**src/rtl/seq_scan_pkg.sv**
```systemverilog
// Shared types and constants for the seq_scan_ctrl word-to-bit pattern scanner.
package seq_scan_pkg;

  typedef enum logic [1:0] {
    IDLE   = 2'd0,
    SHIFT  = 2'd1,
    REPORT = 2'd2
  } scan_state_t;

  localparam int PAT_W = 4;
  localparam logic [PAT_W-1:0] DEFAULT_PATTERN = 4'b1011;

endpackage

```
**src/rtl/seq_scan_ctrl_match4.sv**
```systemverilog
// Overlapping 4-bit Mealy pattern matcher: the pattern register, 3 bits of history,
// a fill count, and a combinational hit output.
module seq_match4
  import seq_scan_pkg::*;
#(
  parameter logic [PAT_W-1:0] PATTERN = DEFAULT_PATTERN
) (
  input  logic             clk,
  input  logic             reset,
  input  logic             bit_valid,
  input  logic             bit_in,
  input  logic             pat_load,
  input  logic [PAT_W-1:0] pat_value,
  input  logic             clr,
  output logic             hit
);

  logic [PAT_W-1:0] pattern;
  logic [2:0]       hist;
  logic [1:0]       fill;

  // hit is Mealy: it depends on the bit being presented this cycle, not a registered copy.
  assign hit = bit_valid && (fill == 2'd3) && ({hist, bit_in} == pattern);

  // NOTE: sequential state uses non-blocking assignments only, so every register samples pre-edge values.
  always_ff @(posedge clk or posedge reset) begin
    if (reset) begin
      pattern <= PATTERN;
      hist    <= '0;
      fill    <= '0;
    end else begin
      if (pat_load) pattern <= pat_value;
      if (clr) begin
        hist <= '0;
        fill <= '0;
      end else if (bit_valid) begin
        hist <= {hist[1:0], bit_in};
        if (fill != 2'd3) fill <= fill + 2'd1;
      end
    end
  end

endmodule

```
**src/rtl/seq_scan_ctrl.sv**
```systemverilog
// Word-to-bit streaming controller around seq_match4. It returns the match count for
// each word and keeps a saturating total. Define SEQ_SCAN_IRQ_EN to add sticky irq/irq_clr.
module seq_scan_ctrl
  import seq_scan_pkg::*;
#(
  parameter int               WORD_W  = 8,
  parameter int               CNT_W   = 4,
  parameter logic [PAT_W-1:0] PATTERN = DEFAULT_PATTERN
) (
  input  logic              clk,
  input  logic              reset,
  input  logic              in_valid,
  output logic              in_ready,
  input  logic [WORD_W-1:0] in_data,
  input  logic              pat_load,
  input  logic [PAT_W-1:0]  pat_value,
  input  logic              flush,
  output logic              out_valid,
  input  logic              out_ready,
  output logic [CNT_W-1:0]  out_count,
`ifdef SEQ_SCAN_IRQ_EN
  output logic              irq,
  input  logic              irq_clr,
`endif
  output logic [15:0]       total_hits
);

  localparam int IDX_W = (WORD_W > 1) ? $clog2(WORD_W) : 1;

  scan_state_t       state;
  logic [WORD_W-1:0] word;
  logic [IDX_W-1:0]  idx;
  logic [CNT_W-1:0]  cnt;
  logic [CNT_W-1:0]  cnt_next;
  logic              in_idle;
  logic              hit;

  assign in_idle  = (state == IDLE);
  assign in_ready = in_idle & ~pat_load & ~flush;
  assign cnt_next = cnt + CNT_W'(hit);

  // Pattern load and flush are only honoured in IDLE. A pattern load also clears the history.
  seq_match4 #(.PATTERN(PATTERN)) u_match (
    .clk       (clk),
    .reset     (reset),
    .bit_valid (state == SHIFT),
    .bit_in    (word[idx]),
    .pat_load  (in_idle & pat_load),
    .pat_value (pat_value),
    .clr       (in_idle & (pat_load | flush)),
    .hit       (hit)
  );

  always_ff @(posedge clk or posedge reset) begin
    if (reset) begin
      state      <= IDLE;
      word       <= '0;
      idx        <= '0;
      cnt        <= '0;
      out_count  <= '0;
      out_valid  <= 1'b0;
      total_hits <= '0;
`ifdef SEQ_SCAN_IRQ_EN
      irq        <= 1'b0;
`endif
    end else begin
      if (hit && (total_hits != 16'hFFFF)) total_hits <= total_hits + 16'd1;
`ifdef SEQ_SCAN_IRQ_EN
      if (irq_clr) irq <= 1'b0;
`endif
      case (state)
        IDLE: begin
          if (in_valid && in_ready) begin
            word  <= in_data;
            cnt   <= '0;
            idx   <= IDX_W'(WORD_W - 1);
            state <= SHIFT;
          end
        end
        SHIFT: begin
          cnt <= cnt_next;
          idx <= idx - 1'b1;
          if (idx == '0) begin
            out_count <= cnt_next;
            out_valid <= 1'b1;
            state     <= REPORT;
`ifdef SEQ_SCAN_IRQ_EN
            // Placed after the clear so a simultaneous set wins.
            if (cnt_next != '0) irq <= 1'b1;
`endif
          end
        end
        REPORT: begin
          if (out_ready) begin
            out_valid <= 1'b0;
            state     <= IDLE;
          end
        end
        default: state <= IDLE;
      endcase
    end
  end

endmodule

```
**config.mk**
```make
export PLATFORM = sky130hd
export DESIGN_NAME = seq_scan_ctrl
export DESIGN_NICKNAME = d
export VERILOG_FILES = /design/src/rtl/seq_scan_pkg.sv /design/src/rtl/seq_scan_ctrl_match4.sv /design/src/rtl/seq_scan_ctrl.sv
export SDC_FILE = /design/constraint.sdc
export NUM_CORES = 1
export LEC_CHECK = 0
export CAP_MARGIN = 20
export CORE_AREA = 3 3 92 72
export CTS_CLUSTER_SIZE = 12
export DETAILED_ROUTE_END_ITERATION = 6
export DIE_AREA = 0 0 95 75
export PLACE_DENSITY = 0.6
export SETUP_SLACK_MARGIN = 0.05
export SYNTH_ARGS = -nofsm -noshare
export SYNTH_HDL_FRONTEND = slang
export SYNTH_SLANG_ARGS = --single-unit
```
**constraint.sdc**
```tcl
create_clock -name clk -period 3.5 [get_ports clk]
set_input_delay 0.7 -clock clk [delete_from_list [all_inputs] [get_ports clk]]
set_output_delay 0.7 -clock clk [all_outputs]
set_load 0.005 [all_outputs]
```
* Word-level counts from Yosys, hierarchy flattened
Cells that the tools add are included.
Storage, ports and cells: bits in registers 47, word-level logic and storage cells 65, bits of input ports 18, output and inout port bits 22
Cells by class: bitwise operators 7, reductions and logical operators 16, equal/unequal tests 9, add/sub/neg operators 4, order comparisons 1, mux-type cells 18
Operators with widths (number):
- adder 16 x 1 -> 16 bit, second input constant | 1
- != test 16 bit, second input constant | 1
- two-way mux 2 bit | 6
- two-way mux 3 bit | 3
- case mux 4 bit (2 select lines) | 1
- AND reduction 2 bit | 4
- nonzero test 2 bit | 4
- != test 2 bit, second input constant | 3
- case mux 2 bit (3 select lines) | 1
- case mux 3 bit (2 select lines) | 1
- AND reduction 3 bit | 2
- adder 4 x 1 -> 4 bit | 1
- AND 1 bit | 4
- equality test 2 bit, second input constant | 2
- equality test 4 bit | 1
- logical AND 1 bit | 4
- < comparator 3 x 4 -> 1 bit, second input constant | 1
- two-way mux 4 bit | 1
- binary-select mux 1 bit (select 3 bit) | 1
- logical NOT 3 bit | 1
- two-way mux 1 bit | 3
- subtractor 3 x 1 -> 3 bit, second input constant | 1
- adder 2 x 1 -> 2 bit, second input constant | 1
- equality test 2 x 1 -> 1 bit, second input constant | 1
- 5 further kinds | 6

* Logic depth before layout (Yosys ltp)
word-level depth 6, gate-level depth with buffers 11, mapped depth without buffers 9

* Hierarchy
A second synthesis with hierarchy kept.
Second synthesis, totals: cells, all modules 198, area, all modules 2322.2 µm²
By module, submodules not included:
- seq_scan_ctrl | seq. area each 950.9 µm², cells an instance 160, times used 1, area an instance 1891.8 µm²
- seq_match4 | seq. area each 229.0 µm², cells an instance 38, times used 1, area an instance 430.4 µm²

* Worst setup path before layout
OpenSTA, ideal clock, no wires.
kind register to register, start register idx[0], end register cnt[3], data arrival time 2.308 ns, library setup time 0.131 ns, slack 1.060 ns, path buffers 1, clock period less this slack 2.440 ns, data required time 3.369 ns, stages on the path, launching flop included 11, cells stage by stage dfrtp_1 > mux4_1 > mux2i_4 > xor2_4 > buf_6 > and2_1 > ha_1 > nand3_1 > and2_1 > o21ai_0 > o31ai_1
On the way: word-level cells in the longest chain between the ends 6
Ends and longest elaborated chain:
- start, declared | line seq_scan_ctrl.sv:32 | logic [IDX_W-1:0] idx;
- start signal, assigned | line seq_scan_ctrl.sv:76 | idx <= IDX_W'(WORD_W - 1);
- start signal, assigned | line seq_scan_ctrl.sv:82 | idx <= idx - 1'b1;
- binary-select mux 1 bit (select 3 bit) | line seq_scan_ctrl.sv:47 | .bit_in (word[idx]),
- two-way mux 1 bit (not written as such) | line seq_scan_ctrl.sv:47
- equality test 4 bit | line seq_scan_ctrl_match4.sv:23 | assign hit = bit_valid && (fill == 2'd3) && ({hist, bit_in} == pattern);
- logical AND 1 bit | line seq_scan_ctrl_match4.sv:23
- adder 4 x 1 -> 4 bit | line seq_scan_ctrl.sv:40 | assign cnt_next = cnt + CNT_W'(hit);
- case mux 4 bit (2 select lines) | line seq_scan_ctrl.sv:71 | case (state)
- end signal, assigned | line seq_scan_ctrl.sv:81 | cnt <= cnt_next;
- end, declared | line seq_scan_ctrl.sv:33 | logic [CNT_W-1:0] cnt;
Every way passes these cells. The select of a mux whose other input is x is not followed. A chain may end at the register's enable or synchronous reset.

* Final worst setup path
start input port pat_load, end output port in_ready
On the way: word-level cells in the longest chain between the ends 3
Ends and longest elaborated chain:
- start, declared | line seq_scan_ctrl.sv:15 | input logic pat_load,
- NOT 1 bit | line seq_scan_ctrl.sv:39 | assign in_ready = in_idle & ~pat_load & ~flush;
- AND 1 bit (2 in series) | line seq_scan_ctrl.sv:39
- end, declared | line seq_scan_ctrl.sv:13 | output logic in_ready,
Every way passes these cells.

==> flow_summary.toml <==
[clock_tree]
cts.reportedPaths.clkPinSlew_ns = 0.08
cts.sinks = 47
cts_max_level = 2
cts_buffers = 5
cts_tree = "done"
hold_buffers = 0
clock_latency_ns = 0.30
maximum_number_of_buffers_from_clock_root_to_sink = 2
cts_setup_buffers = 0
post_cts_resize_count = 0
cts_root_buffer = "sky130_fd_sc_hd__clkbuf_8"

[logic_synthesis]
synth_fp_nets = 221
edff_count_synth = 0
yosysSeqAreaShare_pct = 51.2
yosysMostFrequentCell = "sky130_fd_sc_hd__dfrtp_1"
yosysTopAreaCell = "sky130_fd_sc_hd__dfrtp_1"
synthFlopType = "sky130_fd_sc_hd__dfrtp_1"
netlist.area_leader.share_pct = 47.7
synth_area_leaders = "sky130_fd_sc_hd__dfrtp_1 (48%), sky130_fd_sc_hd__xnor2_1 (5.7%), sky130_fd_sc_hd__mux2_2 (4.9%)"
post_synth_inst_count = 197
synth-async-reset-ratio_pct = 100
ys_seq_elements = 47
yosysWarnings = 0
post_synth_instance_area_um2 = 2310
netlist-cell-type-count = 43
postSynthAreaPerCell_um2 = 11.7
synth.top_cells.by_count = "sky130_fd_sc_hd__dfrtp_1 (44), sky130_fd_sc_hd__xnor2_1 (15), sky130_fd_sc_hd__nand2_1 (13), sky130_fd_sc_hd__nand3_1 (13), sky130_fd_sc_hd__nor2_1 (12)"

[die]
io_pins = 40
die_height_um = 75
floorplan.initialDensity_pct = 39.8
floorplan.rows = 24
coreArea_um2 = 5800
floorplan.die.width_um = 95
floorplan.die_area_um2 = 7130

[pwr]
ir_drop_uv = 306
p_leak_nw = 1.22
p_per_area_nw_per_um2 = 647

[detailed_routing]
drt_pre_antenna_iters = 4
route.detailed.vias_per_inst = 5.03
drcViolationCount = 0
detailedRoute.firstIterationViolations = 54
via_count = 1609
final_antenna_net_count = 0
finalWirelength_um = 4460
route.detailed.wl_per_inst_um = 13.9

[cells_and_area]
finish.net_count = 265
diodes = 0
final_layout_size_suffix_gt1_share_pct = 14.0
syn_to_final_growth_pct = 25.2

[job]
cap_violations = 0

[timing]
timing.final.hold_violations = 0
grt_setup_unrepaired = "no"
worstMarginPinSlew_ns = 0.734
final_min_period_over_clock_period_pct = 80.9
timing.slew.headroom_pct = 51.0
timing.final.crit_period_ns = 2.83
setup_viol = 0
final_max_slew_viol_count = 0
tns_ns = 0
worst_hold_slack_after_final_layout_ns = 0.490
worst_clock_skew_ns = 0.00683
achievable-frequency_ghz = 0.353

[setup_path]
setup.worst_path.start_class = "input port"
crit_type = "input port to output pin"
worst-endpoint-required_ns = 2.80
crit_fanout = 3
timing.critical_path.to_type = "output pin"
cp.arrival_ns = 2.13

[global_routing]
initial_antenna_violation_count = 0
grt_pass1_wl_um = 7270
gr-usage-all-layers_pct = 13.4
first_global_vias = 1493
grt_start_max_net_pins = 48
overflow = 0

[placement]
gp_congestion = 0.752
dp.final_hpwl_um = 3210
numPortBuffers = 39

[worst_hold_path]
hp-class = "register to register"

[run_status]
outcome = "finished clean"
power breakdown:
group          switching (mW)  internal [mW]  total [mW]
Clock                   0.177          0.141       0.317
Combinational           0.341          0.369       0.710
Sequential              0.127          0.713       0.841
Total                   0.645           1.22        1.87
cells in the final DEF (no fill, tap or decap), types with 4 or more instances in the layout:
| cell type | Yosys | final |
|---|---|---|
| sky130_fd_sc_hd__nand3_1 | 13 | 13 |
| sky130_fd_sc_hd__nand4_1 | 10 | 10 |
| sky130_fd_sc_hd__clkdlybuf4s50_1 | 0 | 39 |
| sky130_fd_sc_hd__ha_1 | 6 | 6 |
| sky130_fd_sc_hd__dfrtp_1 | 44 | 44 |
| sky130_fd_sc_hd__nor2_1 | 12 | 12 |
| sky130_fd_sc_hd__o21ai_0 | 5 | 5 |
| sky130_fd_sc_hd__mux2_1 | 6 | 6 |
| sky130_fd_sc_hd__xnor2_1 | 15 | 15 |
| sky130_fd_sc_hd__clkbuf_8 | 0 | 5 |
| sky130_fd_sc_hd__mux2_2 | 10 | 10 |
| sky130_fd_sc_hd__nand2_1 | 13 | 13 |
| sky130_fd_sc_hd__and3_1 | 5 | 5 |
| sky130_fd_sc_hd__a21oi_1 | 7 | 7 |
| sky130_fd_sc_hd__xor2_1 | 4 | 4 |
kinds of logic (layout without fill, tap and decap cells):
group | count (synthesis) | in the layout | synth area share (%)
buffers and inverters | 10 | 55 | 2.01
multiplexers | 20 | 20 | 11.7
adder cells (fa/ha/maj) | 6 | 6 | 3.26
AND/OR/NAND/NOR | 73 | 73 | 17.8
XOR/XNOR | 20 | 20 | 8.41
AO/OA/AOI/OAI | 21 | 21 | 5.64
flip-flops | 47 | 47 | 51.2
per-stage QoR:
stage | power [mW] | setup WS (ns) | utilization (%) | instances | cell area [µm²]
2_1_floorplan | 1.36 | 1.06 | - | 197 | 2310
3_3_place_gp | 1.56 | 0.684 | 48.1 | 311 | 2790
3_5_place_dp | 1.57 | 0.684 | 48.1 | 311 | 2790
4_1_cts | 1.90 | 0.672 | 49.5 | 319 | 2870
5_1_grt | 2.01 | 0.612 | 49.8 | 320 | 2890
6_report | 1.87 | 0.670 | 49.8 | 320 | 2890
layer usage:
layer  vias up  global-route usage, %  share of wire (%)
met2        33                   18.7                 41
met4         0                   4.96                1.2
met3         4                   3.00                3.7
met1       782                   20.3                 54
met5         -                      0                  0
li1        790                      -                  -
final cells by class:
type / instances / area, µm²
Timing Repair Buffer: 43 / 433
Clock inverter: 1 / 5.00
Multi-Input combinational cell: 140 / 1080
Fill cell: 520 / 2910
Clock buffer: 7 / 76.3
Inverter: 4 / 15.0
Tap cell: 78 / 97.6
Sequential cell: 47 / 1180
worst paths after layout:
path	to	slack [ns]	startpoint	cells past startpoint
min in group asynchronous	total_hits[8]	0.60	reset	2
max	in_ready	0.67	pat_load	3
min reg2reg	out_valid	0.49	out_valid	1
min	out_valid	0.49	out_valid	1
max in group asynchronous	u_match.pattern[3]	2.37	reset	3
max reg2reg	cnt[3]	1.06	idx[0]	9
flip-flops by register name, indices dropped and copies added (netlist names):
register / count
total_hits: 16
word: 8
cnt: 4
out_count: 4
u_match.pattern: 4
idx: 3
u_match.hist: 3
state: 2
u_match.fill: 2
out_valid: 1
critical path, stage by stage:
cell and delay, ns:
sky130_fd_sc_hd__clkdlybuf4s50_1 0.44, sky130_fd_sc_hd__nor4_1 0.40, sky130_fd_sc_hd__clkdlybuf4s50_1 0.59
No activity file was read; power rests on OpenSTA's default activity.
